## src/rtl/uart_tx_queue_if.sv

```systemverilog
// Host/transmitter-facing signal bundle for uart_tx_queue.
// master = host + transmitter side, slave = the queue itself.
interface uart_tx_queue_if #(
  parameter int ADDR_W = 4
);
  logic              wr_en;
  logic [7:0]        wr_data;
  logic              full;
  logic              empty;
  logic [ADDR_W:0]   count;
  logic              tx_start;
  logic [7:0]        tx_data;
  logic              tx_busy;
  logic              start_err;

  modport master (
    output wr_en, wr_data, tx_busy,
    input  full, empty, count, tx_start, tx_data, start_err
  );

  modport slave (
    input  wr_en, wr_data, tx_busy,
    output full, empty, count, tx_start, tx_data, start_err
  );
endinterface

```

## src/rtl/uart_tx_queue.sv

```systemverilog
// Byte FIFO plus start sequencer feeding a UART transmitter via tx_start/tx_busy.
// Optional UART_TXQ_FLUSH_EN adds a flush input that empties the queue.
//
// state   | meaning
// S_IDLE  | waiting for a queued byte and an idle transmitter
// S_LOAD  | popped byte settling on tx_data
// S_START | tx_start asserted, waiting for tx_busy or timeout
// S_WAIT  | frame in progress, waiting for tx_busy to fall
module uart_tx_queue #(
  parameter int DEPTH         = 16,
  parameter int ADDR_W        = 4,
  parameter int START_TIMEOUT = 15
) (
  input  logic clock,
  input  logic reset,
`ifdef UART_TXQ_FLUSH_EN
  input  logic flush,
`endif
  uart_tx_queue_if.slave bus
);

  localparam int TO_W = $clog2(START_TIMEOUT + 1);

  typedef enum logic [1:0] {S_IDLE, S_LOAD, S_START, S_WAIT} state_t;

  state_t              state_q, state_d;
  logic [TO_W-1:0]     cnt_q, cnt_d;
  logic [ADDR_W-1:0]   wr_ptr_q, wr_ptr_d;
  logic [ADDR_W-1:0]   rd_ptr_q, rd_ptr_d;
  logic [ADDR_W:0]     count_q, count_d;
  logic                full_q, full_d;
  logic                empty_q, empty_d;
  logic                tx_start_q, tx_start_d;
  logic [7:0]          tx_data_q, tx_data_d;
  logic                start_err_q, start_err_d;
  logic [7:0]          mem_q [DEPTH];
  logic                pop;
  logic                wr_accept;
  logic                flush_req;

`ifdef UART_TXQ_FLUSH_EN
  assign flush_req = flush;
`else
  assign flush_req = 1'b0;
`endif

  always_comb begin
    state_d     = state_q;
    cnt_d       = cnt_q;
    tx_start_d  = 1'b0;
    tx_data_d   = tx_data_q;
    start_err_d = start_err_q;
    pop         = 1'b0;
    case (state_q)
      S_IDLE: begin
        if (!empty_q && !bus.tx_busy) begin
          pop       = 1'b1;
          tx_data_d = mem_q[rd_ptr_q];
          state_d   = S_LOAD;
        end
      end
      S_LOAD: begin
        cnt_d   = '0;
        state_d = S_START;
      end
      S_START: begin
        // tx_start is registered, so it lags the state by one cycle and
        // stays high exactly while the counter walks 0..START_TIMEOUT-1.
        if (bus.tx_busy) begin
          state_d = S_WAIT;
        end else if (cnt_q == TO_W'(START_TIMEOUT)) begin
          state_d     = S_IDLE;
          start_err_d = 1'b1;
        end else begin
          cnt_d      = cnt_q + TO_W'(1);
          tx_start_d = 1'b1;
        end
      end
      S_WAIT: begin
        if (!bus.tx_busy) state_d = S_IDLE;
      end
      default: state_d = S_IDLE;
    endcase
  end

  always_comb begin
    wr_accept = bus.wr_en && (!full_q || pop) && !flush_req;
    wr_ptr_d  = wr_accept ? wr_ptr_q + ADDR_W'(1) : wr_ptr_q;
    rd_ptr_d  = pop ? rd_ptr_q + ADDR_W'(1) : rd_ptr_q;
    count_d   = count_q;
    case ({wr_accept, pop})
      2'b10:   count_d = count_q + (ADDR_W+1)'(1);
      2'b01:   count_d = count_q - (ADDR_W+1)'(1);
      default: count_d = count_q;
    endcase
    if (flush_req) begin
      wr_ptr_d = '0;
      rd_ptr_d = '0;
      count_d  = '0;
    end
    full_d  = (count_d == (ADDR_W+1)'(DEPTH));
    empty_d = (count_d == '0);
  end

  always_ff @(posedge clock) begin
    if (reset) begin
      state_q     <= S_IDLE;
      cnt_q       <= '0;
      wr_ptr_q    <= '0;
      rd_ptr_q    <= '0;
      count_q     <= '0;
      full_q      <= 1'b0;
      empty_q     <= 1'b1;
      tx_start_q  <= 1'b0;
      tx_data_q   <= 8'h00;
      start_err_q <= 1'b0;
    end else begin
      state_q     <= state_d;
      cnt_q       <= cnt_d;
      wr_ptr_q    <= wr_ptr_d;
      rd_ptr_q    <= rd_ptr_d;
      count_q     <= count_d;
      full_q      <= full_d;
      empty_q     <= empty_d;
      tx_start_q  <= tx_start_d;
      tx_data_q   <= tx_data_d;
      start_err_q <= start_err_d;
    end
  end

  // Storage needs no reset; occupancy is tracked by the pointers.
  always_ff @(posedge clock) begin
    if (!reset && wr_accept) mem_q[wr_ptr_q] <= bus.wr_data;
  end

  assign bus.full      = full_q;
  assign bus.empty     = empty_q;
  assign bus.count     = count_q;
  assign bus.tx_start  = tx_start_q;
  assign bus.tx_data   = tx_data_q;
  assign bus.start_err = start_err_q;

endmodule

```

## src/flat_wrapper.sv

```systemverilog
// flat-port wrapper written by rule: the top's interface ports become plain ports
module uart_tx_queue_flat 
#(
  parameter int DEPTH         = 16,
  parameter int ADDR_W        = 4,
  parameter int START_TIMEOUT = 15
)
  (clock, reset, bus_wr_en, bus_wr_data, bus_tx_busy, bus_full, bus_empty, bus_count, bus_tx_start, bus_tx_data, bus_start_err);
  uart_tx_queue_if #(.ADDR_W(ADDR_W)) bus_i ();
  input  logic clock;
  input  logic reset;
  input wire logic [$bits(bus_i.wr_en)-1:0] bus_wr_en;
  input wire logic [$bits(bus_i.wr_data)-1:0] bus_wr_data;
  input wire logic [$bits(bus_i.tx_busy)-1:0] bus_tx_busy;
  output wire logic [$bits(bus_i.full)-1:0] bus_full;
  output wire logic [$bits(bus_i.empty)-1:0] bus_empty;
  output wire logic [$bits(bus_i.count)-1:0] bus_count;
  output wire logic [$bits(bus_i.tx_start)-1:0] bus_tx_start;
  output wire logic [$bits(bus_i.tx_data)-1:0] bus_tx_data;
  output wire logic [$bits(bus_i.start_err)-1:0] bus_start_err;
  assign bus_i.wr_en = bus_wr_en;
  assign bus_i.wr_data = bus_wr_data;
  assign bus_i.tx_busy = bus_tx_busy;
  assign bus_full = bus_i.full;
  assign bus_empty = bus_i.empty;
  assign bus_count = bus_i.count;
  assign bus_tx_start = bus_i.tx_start;
  assign bus_tx_data = bus_i.tx_data;
  assign bus_start_err = bus_i.start_err;
  uart_tx_queue #(.DEPTH(DEPTH), .ADDR_W(ADDR_W), .START_TIMEOUT(START_TIMEOUT)) u_core (.clock(clock), .reset(reset), .bus(bus_i));
endmodule
```

## config.mk

```make
export PLATFORM = sky130hd
export DESIGN_NAME = uart_tx_queue_flat
export DESIGN_NICKNAME = d
export VERILOG_FILES = /design/src/rtl/uart_tx_queue_if.sv /design/src/rtl/uart_tx_queue.sv /design/src/flat_wrapper.sv
export SDC_FILE = /design/constraint.sdc
export NUM_CORES = 1
export LEC_CHECK = 0
export ABC_AREA = 0
export CELL_PAD_IN_SITES_DETAIL_PLACEMENT = 0
export CELL_PAD_IN_SITES_GLOBAL_PLACEMENT = 1
export CORE_UTILIZATION = 30
export DETAILED_ROUTE_END_ITERATION = 8
export MAX_ROUTING_LAYER = met4
export PLACE_DENSITY_LB_ADDON = 0.25
export SYNTH_ARGS = -nofsm -noshare
export SYNTH_HDL_FRONTEND = slang
export SYNTH_SLANG_ARGS = --single-unit
```

## constraint.sdc

```tcl
create_clock -name clock -period 5.7 [get_ports clock]
set_input_delay 0.855 -clock clock [delete_from_list [all_inputs] [get_ports clock]]
set_output_delay 0.855 -clock clock [all_outputs]
set_load 0.05 [all_outputs]
```

==> flow_summary_export.csv <==
group,metric,value,unit
yosys,netlist_instances,381,
yosys,synth-main-ff-cell,"edfxtp_1",
yosys,syn_avg_cell_area,16.7,um^2
min_path,hold_path_class,"flip-flop to flip-flop",
yosys,ys_seq_area_frac,0.702,
pwr,leakagePower,2.42,nW
worst_setup_path,path_class,"input pin to flip-flop",
global_route,grt_pass1_wl,20000,um
clocking,htreeDepth,4,
worst_setup_path,worstSetupStartpointType,"input pin",
sta,post-route-period-util,0.627,
worst_setup_path,critPathMaxFanout,16,
placement,port_buffers,28,
pwr,vdd_ir_drop_max,0.000129,V
clocking,clk-insertion-delay-late,0.42,ns
layout,final_cell_mix,"edfxtp_1, nor2_1, mux4_2, dfxtp_1, clkdlybuf4s50_1",
placement,dpl_cell_area,6950,um^2
sta,drv_slew,0,
route,avgRoutedWirePerCell,18.6,um
min_path,worstHoldPathCells,2,
yosys,syn_area,6360,um^2
layout,antennaDiodeCount,0,
floorplan,coreArea,20500,um^2
floorplan,initial_core_util,0.310,
clocking,cts_tree,"done",
global_route,grt_start_max_net_pins,36,
layout,design_area,7510,um^2
floorplan,die_w,148,um
placement,dpl.hpwl,8050,um
placement,dp.cells,667,
layout,drive_gt1_frac,0.172,
min_path,whs_endpoint,"u_core.bus.start_err",
yosys,synth_largest_area_cell,"edfxtp_1",
sta,rsz0062_at_grt,"false",
route,ant_nets,0,
min_path,min_from,"u_core.bus.start_err",
clocking,cts-resized-gates,0,
yosys,syn-num-nets,403,
route,vias,3324,
clocking,cts_buffers,17,
worst_setup_path,rr_endpoint,"u_core.bus.full",
floorplan,io_pins,29,
clocking,path_clk_slew,0.06,ns
route,first_pass_iters,4,
clocking,cts.path.max_buffers,2,
sta,tns,0,ns
pwr,finalPower,2.92,mW
worst_setup_path,r2r_cells,12,
sta,holdWs,0.482,ns
worst_setup_path,required,6.00,ns
clocking,ctsRootBufferMaster,"clkbuf_16",
sta,clock.fmax,280,MHz
floorplan,die_area,21800,um^2
layout,utilization,0.366,
status,status,"finished, final reports clean",
yosys,synth_edf_count,128,
clocking,cts_hold_buffers,0,
yosys,yosysUniqueCellTypes,41,
placement,gp_congestion,0.746,
sta,setup_ws,2.13,ns
route,avgViaCountPerCell,4.76,
worst_setup_path,crit_arrival,3.88,ns
global_route,grt-ovfl-total,0,
clocking,cts_sinks,159,
pwr,powerDensity,389,nW/um^2
worst_setup_path,endpoint_kind,"flip-flop",
yosys,synth_seq_cells,159,
clocking,cts_setup_buffers,0,
layout,final_common_cell,"edfxtp_1",
sta,timing.slew.headroom,0.447,
layout,final_cells,699,
route,drcViolationCount,0,
sta,final_hold_viol_count,0,
placement,pre_cts_ws,1.67,ns
flow_run,max-cap-violations,0,
sta,tightest_slew,0.826,ns
layout,syn_to_final_growth,18.0,%
floorplan,rows,52,
worst_setup_path,r2r_setup_slack,2.61,ns
yosys,synth_warnings,0,
route,wl,13000,um
worst_setup_path,r2r-start,"u_core.state_q[1]",
floorplan,die_h,148,um
global_route,grt.total_usage,0.131,
sta,clock_skew,0.00980,ns
layout,nNetsFinal,438,
yosys,synth_area_leaders,"edfxtp_1, mux4_2, dfxtp_1, nor2_1, mux2i_1",
route,drtIter0Drc,145,
yosys,synthArstFlopShare,0,
sta,fin_crit,3.57,ns
global_route,antenna_found_initial,0,
global_route,grt_pass1_vias,3307,
sta,finalSetupViolCount,0,
yosys,synth_top_area_frac,0.604,
where the power goes:
| group | switching, mW | total, mW | leakage [nW] | internal, mW |
|---|---|---|---|---|
| Sequential | 0.0412 | 1.33 | 1.41 | 1.29 |
| Combinational | 0.292 | 0.508 | 0.751 | 0.216 |
| Clock | 0.471 | 1.08 | 0.268 | 0.607 |
cell type report:
cell class | count | area (um^2)
flip-flops and latches | 159 | 4470
clock buffers | 17 | 425
clock inverters | 15 | 133
repair buffers | 36 | 340
inverters | 5 | 18.8
fillers | 1948 | 13000
well taps | 270 | 338
multi-input cells | 197 | 1790
cells in the mapped netlist (2+ instances only):
| master | number |
|---|---|
| nor3_1 | 6 |
| o2111a_1 | 2 |
| mux4_2 | 32 |
| inv_1 | 4 |
| a211oi_1 | 2 |
| buf_1 | 3 |
| o21ai_1 | 3 |
| nand3_1 | 5 |
| nor2_1 | 41 |
| nand2_1 | 20 |
| xor2_1 | 8 |
| nand4_1 | 2 |
| mux2i_1 | 13 |
| nor2b_1 | 5 |
| a21oi_1 | 7 |
| dfxtp_1 | 31 |
| clkbuf_1 | 9 |
| xnor2_1 | 3 |
| ha_1 | 10 |
| nor3b_1 | 2 |
| edfxtp_1 | 128 |
| and3_1 | 2 |
| nand2b_1 | 3 |
| a22oi_1 | 16 |
| buf_2 | 7 |
| o21a_1 | 2 |
worst max path at each step:
stage / startpoint / end / slack (ns) / cells past startpoint
finish: bus_tx_busy / u_core.bus.full / 2.13 / 13
global route: bus_tx_busy / u_core.bus.empty / 1.93 / 13
CTS: bus_tx_busy / u_core.bus.full / 2.10 / 13
detailed placement: bus_tx_busy / u_core.bus.full / 1.67 / 13
global placement: bus_tx_busy / u_core.bus.full / 1.75 / 13
floorplan: bus_tx_busy / u_core.bus.full / 2.46 / 11
state kept, by name, indices dropped and copies added, names as in the netlist:
name,cells
u_core.rd_ptr_q,4
u_core.bus.count,5
u_core.wr_ptr_q,4
u_core.bus.empty,1
u_core.state_q,2
u_core.bus.start_err,1
u_core.bus.tx_start,1
u_core.cnt_q,4
u_core.mem_q,128
u_core.bus.full,1
u_core.bus.tx_data,8
worst max-delay path: stages:
cell,delay (ns)
clkdlybuf4s50_1,0.49
nor4_4,0.23
buf_4,0.29
o21a_2,0.21
inv_2,0.08
ha_1,0.32
xor2_1,0.19
ha_1,0.20
o21a_1,0.12
o21ai_1,0.06
a221oi_1,0.31
mux2_2,0.40
o2111a_1,0.12
per-layer routing:
layer  vias up  GRT usage  wire length (um)
met5         -          -                 0
met1      1718      0.171              6030
met3         8     0.0333               469
met4         0     0.0314                95
li1       1544          -                 -
met2        54      0.205              6410
kinds of logic after synthesis:
family / Yosys count / share of synthesized area
xor gates and xnor gates: 11 / 0.0151
buffers and inverters: 25 / 0.0173
and+or+nand+nor: 93 / 0.0694
DFF: 159 / 0.702
muxes: 46 / 0.136
adders and majority gates: 10 / 0.0197
AOI/OAI and AO/OA: 37 / 0.0411
No activity file was read; power rests on OpenSTA's default activity.
==> RTL edit, RTL diff (config.mk and constraints unchanged) <==
`START_TIMEOUT` is set to 15 in 2 places; all go to 14.
--- a/src/rtl/uart_tx_queue.sv
+++ b/src/rtl/uart_tx_queue.sv
@@ -11,3 +11,3 @@
   parameter int ADDR_W        = 4,
-  parameter int START_TIMEOUT = 15
+  parameter int START_TIMEOUT = 14
 ) (
--- a/src/flat_wrapper.sv
+++ b/src/flat_wrapper.sv
@@ -5,3 +5,3 @@
   parameter int ADDR_W        = 4,
-  parameter int START_TIMEOUT = 15
+  parameter int START_TIMEOUT = 14
 )
Function: no difference found for any inputs over 10 cycles, from zero or initial values and one cycle with reset high; that may be too few to reach the edited logic, so the function may still have changed.
==> RTL edit against the unedited design <==
- total power increased by 4.5%
- utilization increased by 0.38 points
- critical path depth did not move
- area after synthesis up 0.16%
- final area grew 1.0%
- routed wire length down 1.1%
- worst setup slack worse by 0.0073 ns
- sequential cell count unchanged
- die area up 0.16%
- non-clock buffer count stayed put
- combinational power grew 2%
- critical path type unchanged
- critical endpoint is now u_core.bus.empty
- largest power group unchanged
==> RTL edit: results (changes against the unedited design) <==
* Number of global-route vias before repair at 3459 (was 3307)
* GRT Util Overall at 0.1332 (was 0.1310)
* Nets at 444 (was 438)
* Met2 WL post-DR at 6252 um (was 6413 um)
* Hold Crit Depth at 2 (unchanged)
* H-tree levels at 4 (unchanged)
* Setup Buffers After CTS at 0 (unchanged)
* Cells after synthesis at 385 (was 381)
* Inverters at 8 (was 5)
* Worst Skew at 0.008177 ns (was 0.009800 ns)
* GPL Wtd Cong at 0.6810 (was 0.7462)
* Seq/total area at 0.5887 (was 0.5948)
* Multi-input gates at 199 (was 197)
* Area share of buffers outside the clock network at 0.04487 (was 0.04533)
* IO Port Bufs at 28 (unchanged)
* Mapped cell area at 6371 um^2 (was 6361 um^2)
* Arrival time at the worst endpoint at 3.92 ns (was 3.88 ns)
* Dpl cells at 672 (was 667)
* Max reg flops at 128 (unchanged)
* Final hold slack at 0.4701 ns (was 0.4821 ns)
* Reg-to-reg critical path startpoint: u_core.state_q[1] (unchanged)
* Clock net power at 1.18 mW (was 1.08 mW)
* R2R Setup Slk at 2.54 ns (was 2.61 ns)
* Hold_sp: u_core.bus.start_err (unchanged)
* Wire length on met3 at 358 um (was 469 um)
* Status: complete, no violations (unchanged)
* Synth top area cells: edfxtp_1 60%, mux4_2 11%, dfxtp_1 9.7% (was edfxtp_1 60%, mux4_2 11%, dfxtp_1 9.8%)
* Nonclk buf count at 36 (unchanged)
* Share of cells above drive strength 1 at 0.1663 (was 0.1725)
* DP Area at 6972 um^2 (was 6949 um^2)
* Multi-input gate share of total cell area at 0.2371 (was 0.2380)
* Post-DP HPWL at 7958 um (was 8048 um)
* Clk_buf instances at 18 (was 17)
* Hold Path End: u_core.bus.start_err (unchanged)
* Achievable frequency at 0.2794 GHz (was 0.2800 GHz)
* Most instantiated cells after synthesis: 128 x edfxtp_1, 43 x nor2_1, 32 x mux4_2 (was 128 x edfxtp_1, 41 x nor2_1, 32 x mux4_2)
* First-pass GRT wire length at 20430 um (was 20000 um)
* Synth Warn # at 0 (unchanged)
* Seq/Total Area, Yosys at 0.7007 (was 0.7018)
* Iter 0 DRT Violations at 207 (was 145)
* Fin util at 0.3701 (was 0.3663)
* CP max stage delay at 0.49 ns (about the same)
* End of the critical path: u_core.bus.empty (was u_core.bus.full)
* Internal power at 2.261 mW (was 2.117 mW)
* Relative slew margins at 0.3401 (was 0.4473)
* Maximum vdd drop at 217.7 uV (was 128.8 uV)
* Synthesized net count at 408 (was 403)
* Leakage at 2.444 nW (was 2.424 nW)
* Pre-Repair DR Iteration Count at 5 (was 4)
* Fillcell total at 1913 (was 1948)
* DR WL/cell at 18.30 um (was 18.61 um)
* WL met1 at 6045 um (was 6030 um)
* Clock network area share at 0.08083 (was 0.07433)
* CTS Sinks at 159 (unchanged)
* Comb power at 0.517 mW (was 0.508 mW)
* Post-Layout Cell Count at 703 (was 699)
* Pre-CTS setup slack at 1.680 ns (was 1.671 ns)
* Resize count post-CTS at 0 (unchanged)
* Via count at 3286 (was 3324)
## RTL edit: cell count changes after synthesis, moves of 2 or more
cell,unedited run,this run
buf_1,3,8
clkbuf_1,9,5
inv_1,4,7
o21ai_0,0,3
o21ai_1,3,0
a211oi_1,2,0
a21boi_0,0,2
nor2_1,41,43
o2111a_1,2,0
xnor2_1,3,5
## RTL edit: worst max-delay path: cells and delay by family
family	cells	cell delay, ns
AO/OA/AOI/OAI	5	1.05
XOR/XNOR	1	0.20
adder cells (fa/ha/maj)	2	0.53
buffers and inverters	3	0.87
AND/OR/NAND/NOR	2	0.40
## RTL edit: cells by family after synthesis
kind of cell    synth area share
fa+ha+maj                0.02160
buf+inv                  0.01709
compound gates           0.03790
xor+xnor                 0.01650
simple gates             0.07423
mux                       0.1320
flops                     0.7007
## RTL edit: metal layers
metal	vias up	track usage
met1	1682	0.1710
met5	-	-
met2	42	0.2061
li1	1547	-
met3	15	0.02994
met4	0	0.04948
